[config.mk]
export PLATFORM = sky130hd
export DESIGN_NAME = oven_bake_controller_flat
export DESIGN_NICKNAME = d
export VERILOG_FILES = /design/src/rtl/oven_bake_controller_if.sv /design/src/rtl/oven_bake_controller.sv /design/src/flat_wrapper.sv
export SDC_FILE = /design/constraint.sdc
export NUM_CORES = 1
export LEC_CHECK = 0
export ABC_AREA = 1
export CAP_MARGIN = 20
export CORE_ASPECT_RATIO = 1.1
export CORE_MARGIN = 3
export CORE_UTILIZATION = 49
export DETAILED_ROUTE_END_ITERATION = 8
export PLACE_DENSITY = 0.84
export SYNTH_ARGS = -nofsm -noshare
export SYNTH_HDL_FRONTEND = slang
export SYNTH_SLANG_ARGS = --single-unit
[constraint.sdc]
create_clock -name clk -period 2.3 [get_ports clk]
set_input_delay 0.23 -clock clk [delete_from_list [all_inputs] [get_ports clk]]
set_output_delay 0.23 -clock clk [all_outputs]
set_load 0.02 [all_outputs]
[src/rtl/oven_bake_controller_if.sv]
// Interface: oven_bake_controller_if
// Groups the bake controller's control, sensor and status signals.
//   master : button/setpoint logic and temperature sensor side (drives requests, reads status)
//   slave  : oven_bake_controller (reads requests, drives status)
// Signals:
//   tick_1hz, start, cancel        one-clk pulses into the controller
//   target_temp, bake_secs         setpoint and bake time, sampled on accepted start
//   cur_temp                       present oven temperature
//   heater_on, state, time_left    heater enable, state code, seconds remaining
//   preheated, done, fault, err    status flags / start-rejected pulse
//   door_open                      only when OVEN_DOOR_INTERLOCK_EN is defined
interface oven_bake_controller_if #(
    parameter int unsigned TEMP_W = 11,
    parameter int unsigned TIME_W = 17
);
    logic              tick_1hz;
    logic              start;
    logic              cancel;
    logic [TEMP_W-1:0] target_temp;
    logic [TIME_W-1:0] bake_secs;
    logic [TEMP_W-1:0] cur_temp;
`ifdef OVEN_DOOR_INTERLOCK_EN
    logic              door_open;
`endif
    logic              heater_on;
    logic [2:0]        state;
    logic [TIME_W-1:0] time_left;
    logic              preheated;
    logic              done;
    logic              fault;
    logic              err;

    modport master (
`ifdef OVEN_DOOR_INTERLOCK_EN
        output door_open,
`endif
        output tick_1hz, start, cancel, target_temp, bake_secs, cur_temp,
        input  heater_on, state, time_left, preheated, done, fault, err
    );

    modport slave (
`ifdef OVEN_DOOR_INTERLOCK_EN
        input  door_open,
`endif
        input  tick_1hz, start, cancel, target_temp, bake_secs, cur_temp,
        output heater_on, state, time_left, preheated, done, fault, err
    );
endinterface

[src/rtl/oven_bake_controller.sv]
// Module: oven_bake_controller
// Sequences one oven bake cycle: latch setpoint and bake time, preheat, hold temperature with a
// hysteresis band, count the bake time down on tick_1hz, then raise done for DONE_HOLD_S seconds.
// Ports:
//   clk    system clock
//   rst_n  asynchronous active-low reset
//   bus    oven_bake_controller_if.slave (requests in, heater/status out)
// Configuration macro: OVEN_DOOR_INTERLOCK_EN adds bus.door_open; while the door is open in
// PREHEAT/BAKE the heater is off and the bake timer is frozen, and a start in IDLE is rejected.
// Every output is registered. State codes: 0 IDLE, 1 PREHEAT, 2 BAKE, 3 DONE, 4 FAULT.
module oven_bake_controller #(
    parameter int unsigned TEMP_W      = 11,
    parameter int unsigned TIME_W      = 17,
    parameter int unsigned HYST        = 2,
    parameter int unsigned MAX_TEMP    = 500,
    parameter int unsigned DONE_HOLD_S = 5
) (
    input logic                   clk,
    input logic                   rst_n,
    oven_bake_controller_if.slave bus
);

    localparam int unsigned HOLD_W = (DONE_HOLD_S < 2) ? 1 : $clog2(DONE_HOLD_S + 1);

    localparam logic [TEMP_W-1:0] MaxTemp  = TEMP_W'(MAX_TEMP);
    localparam logic [TEMP_W-1:0] HystVal  = TEMP_W'(HYST);
    localparam logic [HOLD_W-1:0] HoldLast = HOLD_W'((DONE_HOLD_S == 0) ? 0 : DONE_HOLD_S - 1);
    localparam logic [TIME_W-1:0] TimeOne  = TIME_W'(1);
    localparam logic [HOLD_W-1:0] HoldOne  = HOLD_W'(1);

    typedef enum logic [2:0] {
        StIdle    = 3'd0,
        StPreheat = 3'd1,
        StBake    = 3'd2,
        StDone    = 3'd3,
        StFault   = 3'd4
    } state_e;

    state_e            state_q, state_d;
    logic              heater_q, heater_d;
    logic [TIME_W-1:0] time_q, time_d;
    logic [TEMP_W-1:0] tgt_q, tgt_d;
    logic [TIME_W-1:0] secs_q, secs_d;
    logic [HOLD_W-1:0] hold_q, hold_d;
    logic              err_q, err_d;
    logic              preheated_q, done_q, fault_q;

    logic              door_open;
    logic              start_ok;
    logic              over_temp;
    logic [TEMP_W-1:0] bake_lo;

`ifdef OVEN_DOOR_INTERLOCK_EN
    assign door_open = bus.door_open;
`else
    assign door_open = 1'b0;
`endif

    assign start_ok = (bus.target_temp != '0) && (bus.target_temp <= MaxTemp) &&
                      (bus.bake_secs != '0) && !door_open;

    assign over_temp = (bus.cur_temp > MaxTemp);

    // Lower edge of the hysteresis band, clamped at zero for tiny setpoints.
    assign bake_lo = (tgt_q > HystVal) ? (tgt_q - HystVal) : '0;

    always_comb begin
        state_d  = state_q;
        heater_d = heater_q;
        time_d   = time_q;
        tgt_d    = tgt_q;
        secs_d   = secs_q;
        hold_d   = '0;
        err_d    = 1'b0;

        if ((state_q != StFault) && over_temp) begin
            state_d  = StFault;
            heater_d = 1'b0;
            time_d   = '0;
        end else if (bus.cancel) begin
            // Also the only exit from FAULT.
            state_d  = StIdle;
            heater_d = 1'b0;
            time_d   = '0;
        end else begin
            unique case (state_q)
                StIdle: begin
                    heater_d = 1'b0;
                    time_d   = '0;
                    if (bus.start) begin
                        if (start_ok) begin
                            tgt_d    = bus.target_temp;
                            secs_d   = bus.bake_secs;
                            // Heater comes on together with PREHEAT when the oven is cold.
                            heater_d = (bus.cur_temp < bus.target_temp);
                            state_d  = StPreheat;
                        end else begin
                            err_d = 1'b1;
                        end
                    end
                end

                StPreheat: begin
                    if (door_open) begin
                        heater_d = 1'b0;
                    end else if (bus.cur_temp >= tgt_q) begin
                        // A tick in this cycle is deliberately not applied to the timer.
                        state_d  = StBake;
                        time_d   = secs_q;
                        heater_d = 1'b0;
                    end else begin
                        heater_d = 1'b1;
                    end
                end

                StBake: begin
                    if (door_open) begin
                        heater_d = 1'b0;
                    end else begin
                        if (bus.cur_temp >= tgt_q) begin
                            heater_d = 1'b0;
                        end else if (bus.cur_temp < bake_lo) begin
                            heater_d = 1'b1;
                        end
                        if (bus.tick_1hz) begin
                            if (time_q <= TimeOne) begin
                                time_d   = '0;
                                heater_d = 1'b0;
                                state_d  = StDone;
                            end else begin
                                time_d = time_q - TimeOne;
                            end
                        end
                    end
                end

                StDone: begin
                    heater_d = 1'b0;
                    time_d   = '0;
                    hold_d   = hold_q;
                    if (bus.tick_1hz) begin
                        if (hold_q >= HoldLast) begin
                            hold_d  = '0;
                            state_d = StIdle;
                        end else begin
                            hold_d = hold_q + HoldOne;
                        end
                    end
                end

                StFault: begin
                    heater_d = 1'b0;
                    time_d   = '0;
                end

                default: begin
                    state_d  = StIdle;
                    heater_d = 1'b0;
                    time_d   = '0;
                end
            endcase
        end
    end

    always_ff @(posedge clk or negedge rst_n) begin
        if (!rst_n) begin
            state_q     <= StIdle;
            heater_q    <= 1'b0;
            time_q      <= '0;
            tgt_q       <= '0;
            secs_q      <= '0;
            hold_q      <= '0;
            err_q       <= 1'b0;
            preheated_q <= 1'b0;
            done_q      <= 1'b0;
            fault_q     <= 1'b0;
        end else begin
            state_q     <= state_d;
            heater_q    <= heater_d;
            time_q      <= time_d;
            tgt_q       <= tgt_d;
            secs_q      <= secs_d;
            hold_q      <= hold_d;
            err_q       <= err_d;
            preheated_q <= (state_d == StBake);
            done_q      <= (state_d == StDone);
            fault_q     <= (state_d == StFault);
        end
    end

    assign bus.heater_on = heater_q;
    assign bus.state     = state_q;
    assign bus.time_left = time_q;
    assign bus.preheated = preheated_q;
    assign bus.done      = done_q;
    assign bus.fault     = fault_q;
    assign bus.err       = err_q;

endmodule

[src/flat_wrapper.sv]
// flat-port wrapper written by rule: the top's interface ports become plain ports
module oven_bake_controller_flat 
#(
    parameter int unsigned TEMP_W      = 11,
    parameter int unsigned TIME_W      = 17,
    parameter int unsigned HYST        = 2,
    parameter int unsigned MAX_TEMP    = 500,
    parameter int unsigned DONE_HOLD_S = 5
)
  (clk, rst_n, bus_tick_1hz, bus_start, bus_cancel, bus_target_temp, bus_bake_secs, bus_cur_temp, bus_heater_on, bus_state, bus_time_left, bus_preheated, bus_done, bus_fault, bus_err);
  oven_bake_controller_if #(.TEMP_W(TEMP_W), .TIME_W(TIME_W)) bus_i ();
  input logic clk;
  input logic rst_n;
  input wire logic [$bits(bus_i.tick_1hz)-1:0] bus_tick_1hz;
  input wire logic [$bits(bus_i.start)-1:0] bus_start;
  input wire logic [$bits(bus_i.cancel)-1:0] bus_cancel;
  input wire logic [$bits(bus_i.target_temp)-1:0] bus_target_temp;
  input wire logic [$bits(bus_i.bake_secs)-1:0] bus_bake_secs;
  input wire logic [$bits(bus_i.cur_temp)-1:0] bus_cur_temp;
  output wire logic [$bits(bus_i.heater_on)-1:0] bus_heater_on;
  output wire logic [$bits(bus_i.state)-1:0] bus_state;
  output wire logic [$bits(bus_i.time_left)-1:0] bus_time_left;
  output wire logic [$bits(bus_i.preheated)-1:0] bus_preheated;
  output wire logic [$bits(bus_i.done)-1:0] bus_done;
  output wire logic [$bits(bus_i.fault)-1:0] bus_fault;
  output wire logic [$bits(bus_i.err)-1:0] bus_err;
  assign bus_i.tick_1hz = bus_tick_1hz;
  assign bus_i.start = bus_start;
  assign bus_i.cancel = bus_cancel;
  assign bus_i.target_temp = bus_target_temp;
  assign bus_i.bake_secs = bus_bake_secs;
  assign bus_i.cur_temp = bus_cur_temp;
  assign bus_heater_on = bus_i.heater_on;
  assign bus_state = bus_i.state;
  assign bus_time_left = bus_i.time_left;
  assign bus_preheated = bus_i.preheated;
  assign bus_done = bus_i.done;
  assign bus_fault = bus_i.fault;
  assign bus_err = bus_i.err;
  oven_bake_controller #(.TEMP_W(TEMP_W), .TIME_W(TIME_W), .HYST(HYST), .MAX_TEMP(MAX_TEMP), .DONE_HOLD_S(DONE_HOLD_S)) u_core (.clk(clk), .rst_n(rst_n), .bus(bus_i));
endmodule
# After elaboration in Yosys (flattened, before gate mapping)
# Cells that the tools add are included.
# word_totals
elab_cells,79
out_inout_bits,25
inputBits,44
reg_bits,56
# classes
addsub,3
n_mux,37
eq_ne,11
order_cmp,8
reduce_logical,8
n_bitwise,2
# op_table
cell,n
$mux W17,5
$mux W3,14
$pmux W17 S2,1
$lt A11 B11 Y1,2
$le A17 B1 Y1 const B,1
$reduce_bool A17 Y1,1
$sub A17 B1 Y17 const B,1
$pmux W3 S5,1
$mux W1,14
$eq A3 B2 Y1 const B,4
$ge A11 B11 Y1,1
$gt A11 B2 Y1 const B,1
$gt A11 B9 Y1 const B,1
$le A11 B9 Y1 const B,1
$mux W11,1
$reduce_bool A11 Y1,1
$sub A11 B2 Y11 const B,1
$ne A4 B3 Y1 const B,2
$eq A3 B3 Y1 const B,2
$reduce_and A5 Y1,1
$ne A4 B2 Y1 const B,1
$add A3 B1 Y3 const B,1
$eq A3 B1 Y1 const B,1
$ge A3 B3 Y1 const B,1
other kinds (6),9

# Logic depth before layout (Yosys ltp)
# logic_depth
ltp_word,10
depth_mapped,17
ltp_nobuf,17

# Least setup slack after synthesis
# Ideal clock, no wire load.
# synth_path
path_kind,register to register
start,reg u_core.tgt_q[1]
end,"reg u_core.heater_q, in the netlist u_core.bus.heater_on"
required_time_ps,2223
slack_ps,296
t_arrival_ps,1927
setup_ps,77
path_stages_with_launch,17
period_less_slack_ps,2004
path_buffers,0
cell_sequence,dfrtp_1 -> inv_1 -> ha_1 -> nand2_1 -> nand2_1 -> inv_1 -> o21ai_0 -> ha_1 -> nand2_1 -> inv_1 -> o21ai_0 -> a21oi_1 -> nor2_1 -> nand2_1 -> nand2_1 -> nand2_1 -> a21oi_1
# synth_via
elab_chain_len,10
# synth_rtl
element,line_no,text
"start, declared",oven_bake_controller.sv:42,"logic [TEMP_W-1:0] tgt_q, tgt_d;"
"start signal, assigned",oven_bake_controller.sv:181,tgt_q <= tgt_d;
$sub A11 B2 Y11 or $gt A11 B2 Y1 (tied branches),oven_bake_controller.sv:65,assign bake_lo = (tgt_q > HystVal) ? (tgt_q - HystVal) : '0;
$mux W11,oven_bake_controller.sv:65,
$lt A11 B11 Y1,oven_bake_controller.sv:122,end else if (bus.cur_temp < bake_lo) begin
$mux W1,oven_bake_controller.sv:122,
$mux W1,oven_bake_controller.sv:120,if (bus.cur_temp >= tgt_q) begin
$mux W1,oven_bake_controller.sv:126,if (time_q <= TimeOne) begin
$mux W1,oven_bake_controller.sv:125,if (bus.tick_1hz) begin
$pmux W1 S3 (*),oven_bake_controller.sv:86,unique case (state_q)
$mux W1 (*),oven_bake_controller.sv:80,end else if (bus.cancel) begin
$mux W1 (*),oven_bake_controller.sv:76,if ((state_q != StFault) && over_temp) begin
via u_core.heater_d,oven_bake_controller.sv:40,"logic heater_q, heater_d;"
"end signal, assigned",oven_bake_controller.sv:179,heater_q <= heater_d;
"end, declared",oven_bake_controller.sv:40,
# Mark *: on every way through the listed nets, which the timed path passes. The rest lies on a longest branch.
# A chain may end at the register's enable or synchronous reset.

# Worst setup path in the final report
# layout_path
start,reg u_core.tgt_q[6]
end,"reg u_core.heater_q, in the netlist u_core.bus.heater_on"
# The elaborated chain is that of the path after synthesis.

==> results.yml <==
timing:
  post-route-period-util_pct: 97.7
  finalCriticalPeriod_ns: 2.25
  final-setup-viol-count: 0
  final-hold-violation-count: 0
  slew_headroom_pct: 66.2
  worst_pin_slew_ns: 0.504
  hold_ws_ns: 0.366
  max_freq_mhz: 445
  fin_ws_ns: 0.0519
  finalMaxSlewViolations: 0
  setup_tns_ns: 0
  finClkSkew_ns: 0.0100
power:
  p_comb_share_pct: 56.6
  cellLeakagePower_nw: 2.73
  ir_drop_mv: 0.755
  powerDensity_mw_per_mm2: 855
  cellInternalPower_mw: 2.74
  p_sw_share_pct: 41.8
  p_clk_share_pct: 12.6
  p_seq_share_pct: 30.8
  p_sw_mw: 1.97
floorplan:
  start_util_pct: 51.3
  coreArea_mm2: 0.00804
  dieArea_mm2: 0.00956
  die_height_um: 102
  core.rowCount: 34
  die_x_um: 93.5
  ioPinCount: 69
worst_setup_path:
  crit_fanout: 8
  critPathCaptureType: "register"
  crit_top_cell: "nand2_1"
  critPathRequiredTime_ns: 2.56
  rrSetupSlack_ns: 0.05
  path_class: "register to register"
  startpoint_type: "register"
  reg2regPathDepth: 18
  crit_arrival_ns: 2.51
  slowest_stage: "dfrtp_1"
  path_cells: "buf_4, nor2_1, nand2_1, nor2_1, nand2_1, nand2_2, inv_2, o21ai_0, ha_1, nand2_1, inv_1, o21ai_1, a21oi_1, nor2_1, nand2_1, nand2_1, nand2_1, a21oi_2"
  max_stage_delay_ns: 0.42
detailed_routing:
  dr.pass1.iters: 5
  dr_total_vias: 4349
  final_antenna_net_count: 0
  drt-initial-drc-count: 262
  drc: 0
  viasPerCell: 5.34
  totalWireLength_um: 11900
  wl_per_cell_um: 14.6
grt:
  grt.total_usage_pct: 25.1
  antenna_found_initial: 0
  grt_overflow: 0
  grt_max_degree: 33
  grt_pass1_vias: 4235
  grt_pass1_wl_um: 19000
layout:
  nNetsFinal: 786
  insertedDiodeCount: 0
  drive_gt1_share_pct: 15.1
  fin_area_mm2: 0.00551
  area_growth_pct: 33.4
  final_util_pct: 68.5
  final_cell_mix: "nand2_1 (167), nor2_1 (69), clkdlybuf4s50_1 (67), inv_1 (62), dfrtp_1 (56)"
  final_common_cell: "nand2_1"
clock_tree:
  numCtsBuffers: 5
  cts_tree: "yes"
  cts.path.max_buffers: 2
  h-tree-depth: 2
  clk_latency_ns: 0.32
  cts_root_buf: "clkbuf_8"
  clk_pin_slew_ns: 0.12
  cts_sinks: 56
hold_path:
  min_path_type: "input port to asynchronous set/reset pin"
synthesis:
  synth-seq-cells: 56
  syn_inst: 591
  synth_cell_type_count: 36
  synth_fp_nets: 671
  syn-cell-area_mm2: 0.00413
  seq_area_frac_synth_pct: 33.9
  yosys_warnings: 0
  syn_area_per_cell_um2: 6.98
placement:
  gp_congestion: 1.00
  pre_cts_slack_ns: -0.146
  dp_hpwl_um: 9410
  place_area_mm2: 0.00524
  port_buffers: 68
flow_run:
  drv_cap: 0
run_status:
  status: "finished, final reports clean"
-- metrics by stage --
| step | power (mW) | instances |
|---|---|---|
| final | 4.71 | 815 |
| after global routing | 5.11 | 815 |
| after CTS | 4.36 | 809 |
| after detailed placement | 3.77 | 800 |
| after global placement | 3.71 | 800 |
| after floorplan | 2.78 | 591 |
-- cells by family after synthesis --
group	after synthesis	share of synthesized area, %
adder cells (fa/ha/maj)	36	10.9
AO/OA/AOI/OAI	91	11.5
XOR/XNOR	15	3.18
flip-flops	56	33.9
AND/OR/NAND/NOR	310	32.0
buffers and inverters	83	8.40
-- cell usage after synthesis, drive strengths merged --
library cell | number | area share (%)
and3 | 1 | 0.15
clkinv | 1 | 0.12
nor2 | 80 | 7.5
o21a | 2 | 0.36
and2 | 2 | 0.30
nor3 | 8 | 1.5
nand3b | 2 | 0.36
o21ai | 66 | 8.0
nor3b | 1 | 0.18
nand4 | 12 | 1.8
xnor2 | 2 | 0.42
inv | 70 | 6.4
clkbuf | 1 | 0.091
a21oi | 19 | 2.3
a31oi | 1 | 0.30
nand3 | 25 | 3.2
o211ai | 1 | 0.18
dfrtp | 56 | 34
buf | 11 | 1.8
xor2 | 13 | 2.8
nor4 | 3 | 0.45
ha | 36 | 11
or2 | 1 | 0.15
nand2 | 175 | 16
a211oi | 1 | 0.18
o21bai | 1 | 0.18
-- layout make-up --
| cell class | count | area [µm²] |
|---|---|---|
| inverter | 71 | 268 |
| clock buffer | 5 | 68.8 |
| clock inverter | 3 | 27.5 |
| multi-input combinational | 452 | 2500 |
| tap | 108 | 135 |
| timing repair buffer | 120 | 1110 |
| fill | 659 | 2530 |
| sequential | 56 | 1400 |
-- worst max-delay path: cells and delay by family, from the launching register on --
| family | cells | cell delay [ns] |
|---|---|---|
| AND/OR/NAND/NOR | 10 | 0.76 |
| AO/OA/AOI/OAI | 4 | 0.46 |
| flip-flops | 1 | 0.42 |
| adder cells (fa/ha/maj) | 1 | 0.27 |
| buffers and inverters | 3 | 0.26 |
-- per-layer routing --
layer / vias to the layer above / routed length (µm) / global-route usage (%) / share of wire (%)
met2: 187 / 5640 / 43.0 / 47
met1: 1986 / 4900 / 30.7 / 41
met5: - / 0 / 0 / 0
met4: 0 / 551 / 13.0 / 4.6
li1: 2136 / - / - / -
met3: 40 / 825 / 3.68 / 6.9
-- worst paths after layout --
kind                                        from                   end
worst max-delay path             u_core.tgt_q[6]  u_core.bus.heater_on
worst min-delay path                       rst_n      u_core.secs_q[9]
worst max register to register   u_core.tgt_q[6]  u_core.bus.heater_on
worst min register to register  u_core.secs_q[1]      u_core.secs_q[1]
max in group asynchronous                  rst_n      u_core.hold_q[2]
min in group clk                bus_bake_secs[7]      u_core.secs_q[7]
-- power groups by stage --
stage,Sequential (mW),Clock [mW],Combinational [mW]
6_report,1.45,0.592,2.67
5_1_grt,1.48,0.628,3.00
4_1_cts,1.44,0.593,2.33
3_5_place_dp,1.45,0,2.31
3_3_place_gp,1.45,0,2.27
2_1_floorplan,1.43,0,1.34
-- registers in the layout, indices dropped and copies added (netlist names) --
register,count
u_core.bus.done,1
u_core.secs_q,17
u_core.tgt_q,11
u_core.bus.state,3
u_core.bus.fault,1
u_core.bus.time_left,17
u_core.hold_q,3
u_core.bus.err,1
u_core.bus.heater_on,1
u_core.bus.preheated,1
-- repair_timing --
action,CTS,global route
endpoints found under the setup margin,3,20
setup buffers,0,6
hold buffers,1,0
pin swaps,0,4
endpoints found under the hold margin,18,0
gates resized for setup,2,32
No activity file was read; power rests on OpenSTA's default activity.
